==> src/rtl/dvi_clk_sequencer.sv <==
// dvi_clk_sequencer
//   Brings up the DVI pixel domain from the PLL bit clock. Waits for the PLL
//   lock indicator to be stable for LOCK_STABLE_CYCLES cycles, then releases
//   a downstream reset and generates a pixel clock-enable plus serializer
//   phase (divide by DIV). A lock loss while running drops everything back
//   into reset and sets a sticky lock_lost flag.
// Ports
//   clk        bit clock (PLL output), sole clock domain
//   rst_n      synchronous active-low reset
//   pll_locked PLL lock, asynchronous, synchronised here
//   rst_n_out  registered active-low reset for downstream DVI logic
//   pix_en     one-cycle strobe every DIV cycles, coincident with phase==0
//   phase      serializer phase 0..DIV-1
//   lock_lost  sticky: lock was lost while running (cleared by rst_n only)
module dvi_clk_sequencer #(
  parameter int LOCK_STABLE_CYCLES = 1024,
  parameter int DIV                = 5
) (
  input  logic       clk,
  input  logic       rst_n,
  input  logic       pll_locked,
  output logic       rst_n_out,
  output logic       pix_en,
  output logic [2:0] phase,
  output logic       lock_lost
);

  localparam int             CW      = $clog2(LOCK_STABLE_CYCLES);
  localparam logic [CW-1:0]  CNT_MAX = CW'(LOCK_STABLE_CYCLES - 1);
  localparam logic [2:0]     PH_MAX  = 3'(DIV - 1);

  typedef enum logic [1:0] {
    WAIT_LOCK = 2'd0,
    STABILISE = 2'd1,
    RUN       = 2'd2
  } state_t;

  state_t        state, state_n;
  logic [CW-1:0] cnt, cnt_n;
  logic          sync1, locked_s;
  logic [2:0]    phase_n;

  // Two-flop synchroniser for the asynchronous lock indicator.
  always_ff @(posedge clk) begin
    if (!rst_n) begin
      sync1    <= 1'b0;
      locked_s <= 1'b0;
    end else begin
      sync1    <= pll_locked;
      locked_s <= sync1;
    end
  end

  always_comb begin
    state_n = state;
    cnt_n   = cnt;
    unique case (state)
      WAIT_LOCK: begin
        if (locked_s) begin
          state_n = STABILISE;
          cnt_n   = '0;
        end
      end
      STABILISE: begin
        if (!locked_s) begin
          state_n = WAIT_LOCK;
          cnt_n   = '0;
        end else if (cnt == CNT_MAX) begin
          // cnt holds at its terminal value; it never wraps
          state_n = RUN;
        end else begin
          cnt_n = cnt + 1'b1;
        end
      end
      RUN: begin
        if (!locked_s) state_n = WAIT_LOCK;
      end
      default: begin
        state_n = WAIT_LOCK;
        cnt_n   = '0;
      end
    endcase
  end

  assign phase_n = (phase == PH_MAX) ? 3'd0 : phase + 3'd1;

  // Outputs are registered off the next state so they change on the same
  // edge as the state transition (entry to RUN releases reset at once).
  always_ff @(posedge clk) begin
    if (!rst_n) begin
      state     <= WAIT_LOCK;
      cnt       <= '0;
      rst_n_out <= 1'b0;
      pix_en    <= 1'b0;
      phase     <= 3'd0;
      lock_lost <= 1'b0;
    end else begin
      state <= state_n;
      cnt   <= cnt_n;
      if (state_n == RUN) begin
        rst_n_out <= 1'b1;
        if (state != RUN) begin
          phase  <= 3'd0;
          pix_en <= 1'b1;
        end else begin
          phase  <= phase_n;
          pix_en <= (phase_n == 3'd0);
        end
      end else begin
        rst_n_out <= 1'b0;
        pix_en    <= 1'b0;
        phase     <= 3'd0;
        if (state == RUN) lock_lost <= 1'b1;
      end
    end
  end

endmodule

==> config.mk <==
export PLATFORM = sky130hd
export DESIGN_NAME = dvi_clk_sequencer
export DESIGN_NICKNAME = d
export VERILOG_FILES = /design/src/rtl/dvi_clk_sequencer.sv
export SDC_FILE = /design/constraint.sdc
export NUM_CORES = 1
export LEC_CHECK = 0
export ABC_CLOCK_PERIOD_IN_PS = 2700
export BUFFER_PORTS_ARGS = -buffer_cell sky130_fd_sc_hd__buf_2
export CAP_MARGIN = 10
export CELL_PAD_IN_SITES_DETAIL_PLACEMENT = 1
export CELL_PAD_IN_SITES_GLOBAL_PLACEMENT = 1
export CORE_MARGIN = 5
export CORE_UTILIZATION = 45
export CTS_CLUSTER_SIZE = 10
export DETAILED_ROUTE_END_ITERATION = 7
export PLACE_DENSITY = 0.75
export SYNTH_ARGS = -nofsm -noshare
export SYNTH_HDL_FRONTEND = slang
export SYNTH_SLANG_ARGS = --single-unit
==> constraint.sdc <==
create_clock -name clk -period 2.7 [get_ports clk]
set_input_delay 0.27 -clock clk [delete_from_list [all_inputs] [get_ports clk]]
set_output_delay 0.27 -clock clk [all_outputs]
set_load 0.005 [all_outputs]
Yosys cells after proc, flatten, opt, wreduce, memory -nomap -nowiden
Cells that the tools add are included.
- bits in registers: 20
- input port bits: 3
- output and inout port bits: 6
- word-level logic and storage cells: 39
- add/subtract/negate cells: 2
- equality and inequality tests: 8
- multiplexer cells: 12
- bitwise operators: 3
- reductions and logical operators: 6
- operators by type and width (operator ; number):
    $mux 10 ; 3
    $pmux 10 s3 ; 1
    $add 10x1->10 const B ; 1
    $eq 10x10->1 const B ; 1
    $mux 2 ; 4
    $pmux 2 s3 ; 1
    $eq 2x2->1 const B ; 2
    $ne 2x2->1 const B ; 2
    $reduce_and 2->1 ; 2
    $add 3x1->3 const B ; 1
    $eq 3x3->1 const B ; 1
    $logic_not 3->1 ; 1
    $mux 3 ; 1
    $ne 3x3->1 const B ; 1
    $not 1->1 ; 3
    $reduce_and 3->1 ; 1
    $reduce_or 3->1 ; 1
    $eq 2x1->1 const B ; 1
    $logic_not 2->1 ; 1
    $mux 1 ; 2

Depth between registers and ports, before layout
Gate-level depths: netlist (run 1).
- word-level depth: 7
- gate-level depth with buffers: 6
- mapped depth without buffers: 6

Worst setup path after synthesis (run 1)
OpenSTA, ideal clock, no wires.
- path type: register -> register
- start: register cnt[0]
- end: register cnt[5]
- arrival: 1.312 ns
- slack: 1.318 ns
- cell stages (with the launch flop): 6
- buffers on the path: 0
- period minus slack after synthesis: 1.382 ns
- cells stage by stage: dfxtp_1 ha_1 nand4b_1 nor3_2 or4_1 a21oi_1
- cells in the longest elaborated chain, start to end: 4
- elaborated cells on any way between the ends: 7
- RTL lines (item ; line ; RTL):
    start: declaration ; 39 ; logic [CW-1:0] cnt, cnt_n;
    start signal: assignment ; 99 ; cnt <= cnt_n;
    $add 10x1->10 ; 72 ; cnt_n = cnt + 1'b1;
    $mux 10 ; 68 ; end else if (cnt == CNT_MAX) begin
    $mux 10 ; 65 ; if (!locked_s) begin
    $pmux 10 s3 ; 57 ; unique case (state)
Parallel ways exist; a longest one is shown, timed or not. The select of a mux whose other input is x is not followed.
A chain may end at the register's enable or synchronous reset.

Worst setup path in the final report (run 1)
- start: register cnt[0]
- end: register cnt[8]
The elaborated chain is that of the path after synthesis.

==> summary.md, run 1 <==
| Metric | Value |
|---|---|
| Period minus WS final | ~1.5 ns |
| DR top layer | met4 |
| First-pass GRT wire length | around 3400 um |
| DRT antenna net count | 0 |
| Final Setup Violations | 0 |
| Arrival time of the worst setup path | between 1.5 and 2 ns |
| Share of cells above drive strength 1 | 0.179 |
| Total number of vias | approximately 800 |
| Sequential-to-total area share from yosys stat | 0.410 |
| RR Startpoint | cnt[0] |
| Dpl hpwl | between 1500 and 2000 um |
| CTS tree | done |
| Final setup TNS | 0 ns |
| Static Leak | roughly 0.38 nW |
| Post-route insts no fill | around 140 |
| Synthesized instance count | approximately 110 |
| Post-CTS setup buffers | 0 |
| Num CTS Buffers | 3 |
| Synth warnings | 0 |
| Floorplan row count | 16 |
| Max_slew headroom | 0.703 |
| Worst Hold Class | in2reg |
| Met2 WL post-DR | slightly above 900 um |
| FF/Latch Area | 400 um2 |
| Port-buffer cells | 8 |
| Placed Cells | 140 |
| Horiz. Die Dim | 56.6 um |
| Initial antenna violation count | 0 |
| Final wirelength | roughly 2000 um |
| Fmax | around 0.65 GHz |
| Initial drt markers | 8 |
| Flops & latches, synth | 20 |
| Core area | a little over 2000 um2 |
| Post-route DRC violation count | 0 |
| Status | finished, final reports clean |
| Later-pin clock latency in the skew report | between 0.2 and 0.3 ns |
| Post-Syn Area | a little under 1000 um2 |
| Nets@finish | 124 |
| Post-Syn Nets | approximately 110 |
| Crit Path Category | reg2reg |
| Per-cell routed wire length | 13.6 um |
| Gr usage total | 0.132 |
| Initial Utilization | 0.483 |
| Slew Viols, Final | 0 |
| Most common cell after layout, fill and taps aside | dfxtp_1 |
| N_diodes | 0 |
| Worst Hold Endpoint | sync1 |
| Vias in the first global route | between 700 and 800 |
| Hold Vio Cnt, Final | 0 |
| Worst hold path depth | 2 |
| Drt first pass iters | 4 |
| Fin crit share | 0.572 |
| Avg Cell Area, Syn | 9.05 um2 |
| GP Congestion | just under 0.7 |
| Area delta synth->final | 8.96% |
| Max Cap Viol | 0 |
| Max Buffers Root-to-Sink | 2 |
| RSZ-0062 raised after global routing | false |
| Met3 wire length | between 60 and 70 um |
| Hold wc startpoint | pll_locked |
| I/O pin total | 9 |
| Fillers | between 200 and 300 |
| Worst setup SP type | register |
| Vias per cell | around 5.5 |
| Worst Path Required | around 2.9 ns |
| Wire length on met1 | 970 um |
| R2R cell count | 5 |
| Setup slack, reg-to-reg | about 1.2 ns |
| Largest net degree at the start of global routing | 15 |
| Library cells used by synthesis | 38 |
| Tot Pwr | slightly below 0.5 mW |
| Slew @ Worst Pin | approximately 0.44 ns |
| CP Max Fanout | 4 |
| Crit end category | register |
| Multi-input logic area | ~540 um2 |
| Post-CTS Hold Fix Bufs | 0 |
| DIE HEIGHT | approximately 57 um |
| Reg2reg end | cnt[8] |
| Peak supply drop | around 0.43 mV |
| H-tree depth | 1 |
| Die Area | roughly 3200 um2 |
| Most frequent cells in the layout | 20 x dfxtp_1, 9 x nand2_1, 9 x nor2_1 |
| Final worst clock skew | between 0.004 and 0.005 ns |
| Root buffer cell | clkbuf_4 |
| Grt total ovfl | 0 |
| Power Density | approximately 460 nW/um2 |
| # resized after CTS | 0 |
| Clk sinks | 20 |
| Clock slew at reported path FFs | between 0.1 and 0.15 ns |
==> state kept, by name, summed over array words and instances, names as in the netlist <==
register and count:
cnt 10, pix_en 1, state 2, phase 3, rst_n_out 1, locked_s 1, sync1 1, lock_lost 1
==> Yosys cell counts <==
cell / n / share of area
o31ai_1: 2 / 0.015
and3_1: 1 / 0.0064
clkbuf_4: 1 / 0.0077
buf_6: 1 / 0.012
nand3b_1: 3 / 0.023
o21ai_0: 4 / 0.020
ha_1: 3 / 0.038
xnor2_2: 1 / 0.017
clkbuf_1: 1 / 0.0038
a21o_1: 1 / 0.0077
o21ai_2: 1 / 0.0090
o21a_1: 2 / 0.015
mux2i_1: 3 / 0.031
nor2b_4: 1 / 0.014
nand2_1: 9 / 0.035
or4_1: 3 / 0.023
nand2b_1: 3 / 0.019
or2_2: 1 / 0.0064
nor3b_1: 1 / 0.0077
a2111oi_0: 1 / 0.0090
a311oi_1: 1 / 0.0090
o211ai_2: 1 / 0.013
nor2_1: 9 / 0.035
a211oi_1: 3 / 0.023
dfxtp_1: 20 / 0.41
and2_1: 3 / 0.019
nor3_1: 1 / 0.0051
nand4_2: 1 / 0.013
a21oi_1: 8 / 0.041
and3_2: 1 / 0.0077
inv_1: 5 / 0.019
o41ai_1: 1 / 0.0090
nand4b_1: 1 / 0.0090
nand3_1: 4 / 0.020
nor3_2: 2 / 0.020
o22ai_1: 2 / 0.013
or3_1: 1 / 0.0064
a22oi_1: 1 / 0.0077
==> power breakdown <==
part | switching [mW] | internal (mW) | total [mW]
clock | 0.0886 | 0.0821 | 0.171
combinational | 0.0108 | 0.00603 | 0.0168
sequential | 0.00233 | 0.297 | 0.299
total | 0.102 | 0.385 | 0.487
==> metrics by stage <==
step | util | hold WS [ns] | cell area (um2) | setup WS (ns)
after floorplan | - | 0.397 | 977 | 1.32
after global placement | 0.509 | 0.421 | 1030 | 1.19
after detailed placement | 0.509 | 0.430 | 1030 | 1.16
after CTS | 0.527 | 0.173 | 1060 | 1.16
after global routing | 0.527 | 0.160 | 1060 | 1.01
final | 0.527 | 0.179 | 1060 | 1.16
==> layer usage <==
layer  GRT usage  up-vias
li1            -      410
met1       0.160      372
met2       0.231       11
met3      0.0413        2
met4      0.0203        0
met5           0        -
==> how the worst max path moves through the flow <==
stage / startpoint / to / slack, ns / cells after the start
floorplan: cnt[0] / cnt[5] / 1.32 / 5
global route: cnt[0] / cnt[8] / 1.01 / 5
CTS: cnt[0] / cnt[8] / 1.16 / 5
finish: cnt[0] / cnt[8] / 1.16 / 5
detailed placement: cnt[0] / cnt[8] / 1.16 / 5
global placement: cnt[0] / cnt[8] / 1.19 / 5
==> layout make-up <==
| type | instances | share of cell area |
|---|---|---|
| sequential | 20 | 0.376 |
| tap | 27 | 0.0317 |
| multi-input combinational | 80 | 0.503 |
| inverter | 5 | 0.0176 |
| clock buffer | 4 | 0.0341 |
| timing repair buffer | 8 | 0.0376 |
==> cell families after synthesis <==
family,count (synthesis),synth area share
AND/OR/NAND/NOR,45,0.270
flip-flops,20,0.410
AO/OA/AOI/OAI,28,0.192
multiplexers,3,0.0307
adder cells (fa/ha/maj),3,0.0384
XOR/XNOR,1,0.0166
buffers and inverters,8,0.0423
==> critical path: stages, from the launching register on <==
cell	delay (ns)
dfxtp_1	0.38
ha_1	0.22
and3_1	0.18
o21ai_0	0.15
a2111oi_0	0.40
nor3b_1	0.10
Note: power is estimated with default switching activity, not from simulation.
==> run 2: changes to the inputs <==
ABC_AREA = 1   (was default)
ABC_CLOCK_PERIOD_IN_PS = 1500   (was 2700)
CORE_UTILIZATION = 41   (was 45)
PLACE_DENSITY = 0.71   (was 0.75)
clock period = 1.5 ns   (was 2.7 ns; I/O delays follow)
==> run 2 against run 1 <==
Net effect: cell area increased by 4.8%; sequential cell count unchanged; synthesized cell count increased by 18%; combinational power increased to 3.3 times the previous value; power increased by 88%; area after synthesis decreased by 1.8%.
==> summary.md, run 2 <==
| Metric | Value |
|---|---|
| Status | finished, final reports clean |
| Dpl hpwl | 1650 um (+6.9%) |
| Area share of the largest cell type after synthesis | 0.417 (+0.00748) |
| Crit Path Category | reg2reg |
| Drt first pass iters | 4 (unchanged) |
| Num CTS Buffers | 3 (unchanged) |
| Initial drt markers | 7 (-1) |
| CTS tree | done |
| Root buffer cell | clkbuf_4 |
| Top FF cell, synth | dfxtp_1 |
| Worst Path Required | 1.71 ns (-1.17 ns) |
| Final worst clock skew | 0.00162 ns (-0.00285 ns) |
| I/O pin total | 9 (unchanged) |
| Hold Vio Cnt, Final | 0 (unchanged) |
| Power Density | 820 nW/um2 (+79%) |
| Die Area | 3410 um2 (+6.4%) |
| Synth Area in XOR/XNOR | 0.00913 (-0.00752) |
| Later-pin clock latency in the skew report | 0.30 ns (about the same) |
| Post-Syn Nets | 133 (+17%) |
| GP Congestion | 0.798 (+16%) |
| Share of cells above drive strength 1 | 0.231 (+0.0513) |
| WHS | 0.0246 ns (-0.154 ns) |
| Slowest stage delay, CP | 0.35 ns (-0.05 ns) |
| Ranking of synthesized cells by area | dfxtp_1 42%, nand2_1 11%, inv_1 7.4% |
| Most common cell in the netlist | nand2_1 |
| Nets@finish | 150 (+21%) |
| Static Leak | 0.476 nW (+27%) |
| Number of synthesized flops with an enable pin | 0 (unchanged) |
| Gr busiest metal | met2 |
| Area delta synth->final | 16.3% |
| CP Max Fanout | 6 (+2) |
| Per-cell routed wire length | 12.0 um (-12%) |
| Avg Cell Area, Syn | 7.56 um2 (-16%) |
| Reg with most FFs | cnt |
| Grt total ovfl | 0 (unchanged) |
| Worst setup margin | 0.122 ns (-1.03 ns) |
| FF/Latch Area | 402 um2 (+0.31%) |
| Cell breakdown of the critical path | ha_1 > nand2_2 > nor2_4 > nand3_2 > nand2_4 > nand2_4 > a21oi_1 > nor2_1 |
| Final wirelength | 2060 um (+4.9%) |
| Critical path's slowest cell | dfxtp_1 |
| Crit path launch | cnt[0] |
| Leading area contributor after synthesis | dfxtp_1 |
| Vias per cell | 4.91 (-11%) |
| Post-CTS Hold Fix Bufs | 0 (unchanged) |
| Max_slew headroom | 0.818 (+0.115) |
| Vias in the first global route | 847 (+7.2%) |
| Fillers | 307 (+19%) |
| Arrival time of the worst setup path | 1.58 ns (-0.15 ns) |
| Peak supply drop | 0.505 mV (+16%) |
| Fmax | 0.726 GHz (+12%) |
| Horiz. Die Dim | 58.4 um (+3.1%) |
| GR Util met3 | 0.0197 (-0.0215) |
| Clock slew at reported path FFs | 0.11 ns (about the same) |
| Compound-Gate Fraction of Synth Area | 0.134 (-0.0578) |
| GR Util met2 | 0.236 (+0.00502) |
| Worst setup SP type | register |
| Crit end category | register |
| Initial Utilization | 0.430 (-0.0536) |
| Slew Viols, Final | 0 (unchanged) |
| Crit-path most repeated cell | nand2_4 |
| Post-synthesis mux area share | 0 (-0.0307) |
| DRT antenna net count | 0 (unchanged) |
| Post-route DRC violation count | 0 (unchanged) |
| Most common cell after layout, fill and taps aside | nand2_1 |
| DIE HEIGHT | 58.4 um (+3.1%) |
| RR Startpoint | cnt[0] |
| Setup slack, reg-to-reg | 0.12 ns (-1.03 ns) |
| Max reg flops | 10 (unchanged) |
| Pre-CTS setup slack | 0.100 ns (-1.06 ns) |
| Library cells used by synthesis | 19 (-50%) |
| Fin crit share | 0.919 (+0.347) |
| Synthesized instance count | 127 (+18%) |
| Total number of vias | 839 (+5.5%) |
| Largest family of logic cells by synthesized area | simple AND/OR/NAND/NOR gates |
| Hold wc startpoint | pll_locked |
| Max Cap Viol | 0 (unchanged) |
| Async SR Flop Fraction | 0 (unchanged) |
| Multi-input logic area | 502 um2 (-6.3%) |
| Period minus WS final | 1.38 ns (-0.167 ns) |
| Post-synth top cells | 27 x nand2_1, 20 x dfxtp_1, 19 x inv_1 |
| Largest registers | cnt (10), phase (3), state (2) |
| Family with the most delay on the worst path | simple AND/OR/NAND/NOR gates |
| H-tree depth | 1 (unchanged) |
| Post-Syn Area | 960 um2 (-1.8%) |
| Max Buffers Root-to-Sink | 2 (unchanged) |
| Flops & latches, synth | 20 (unchanged) |
| GR Util met1 | 0.170 (+0.00934) |
| Clk sinks | 20 (unchanged) |
| Synth Area in Adders | 0.0391 (+0.000701) |
| Worst Hold Class | in2reg |
| Floorplan row count | 17 (+1) |
| First-pass GRT wire length | 3620 um (+5.4%) |
| Crit path buffers/inverters | 0 (unchanged) |
| Sequential-to-total area share from yosys stat | 0.417 (+0.00748) |
| Core area | 2230 um2 (+10%) |
| Synth warnings | 0 (unchanged) |
| N_diodes | 0 (unchanged) |
| Largest net degree at the start of global routing | 12 (-3) |
| Initial antenna violation count | 0 (unchanged) |
| Most frequent cells in the layout | 26 x nand2_1, 19 x inv_1, 19 x dfxtp_1 |
| Synth Area in Simple Gates | 0.326 (+0.0558) |
| Final Setup Violations | 0 (unchanged) |
| Port-buffer cells | 8 (unchanged) |
| Gr usage total | 0.138 (+0.00520) |
| Slew @ Worst Pin | 0.273 ns (-0.172 ns) |
run 2: changes by cell type in the layout (fill, tap and decap cells not counted), moves of 4 or more:
cell / change
nand2_1: +17
inv_1: +14
nor2_1: +8
nand4_1: +5
buf_4: +4
run 2: final cells by class:
cell class / count / share of cell area
multi-input combinational: 88 / 0.450
timing repair buffer: 12 / 0.0628
clock buffer: 4 / 0.0325
sequential: 20 / 0.360
inverter: 19 / 0.0639
tap: 28 / 0.0314
run 2: layer usage:
metal	up-vias	wire, um
li1	436	-
met5	-	0
met4	0	29
met3	4	60
met2	10	999
met1	389	967
run 2: through the flow:
stage,instances,instance area [um2],setup TNS (ns),utilization,power (mW)
2_1_floorplan,127,960,0,-,0.594
3_3_place_gp,167,1060,0,0.477,0.608
3_5_place_dp,167,1060,0,0.477,0.610
4_1_cts,171,1100,0,0.493,0.922
5_1_grt,171,1120,-0.000673,0.500,0.961
6_report,171,1120,0,0.500,0.916
run 2: where the power goes:
part	internal, mW	total (mW)	switching [mW]	leakage [nW]
Combinational	0.0181	0.0554	0.0373	0.293
Clock	0.148	0.316	0.168	0.0210
Sequential	0.539	0.544	0.00520	0.162
Total	0.705	0.916	0.210	0.476
run 2: cells by family (layout without fill, tap and decap cells):
logic type	Yosys count	in the layout
flops	20	20
compound gates	19	19
fa+ha+maj	3	3
xor+xnor	1	1
buf+inv	19	35
simple gates	65	65
run 2: path summary, 6_finish.rpt:
kind	endpoint	cells past startpoint
setup reg to reg	cnt[5]	8
hold / removal	sync1	3
hold reg to reg	locked_s	2
setup / recovery	cnt[5]	8
run 2: timing repair:
item / CTS / global route
buffers inserted: 0 / 0
setup endpoints to repair: 0 / 7
resized for setup: 0 / 5
run 2: worst reg2reg max path, stage by stage (launching register included):
cell	delay (ns)
dfxtp_1	0.35
ha_1	0.19
nand2_2	0.09
nor2_4	0.13
nand3_2	0.13
nand2_4	0.11
nand2_4	0.08
a21oi_1	0.14
nor2_1	0.05
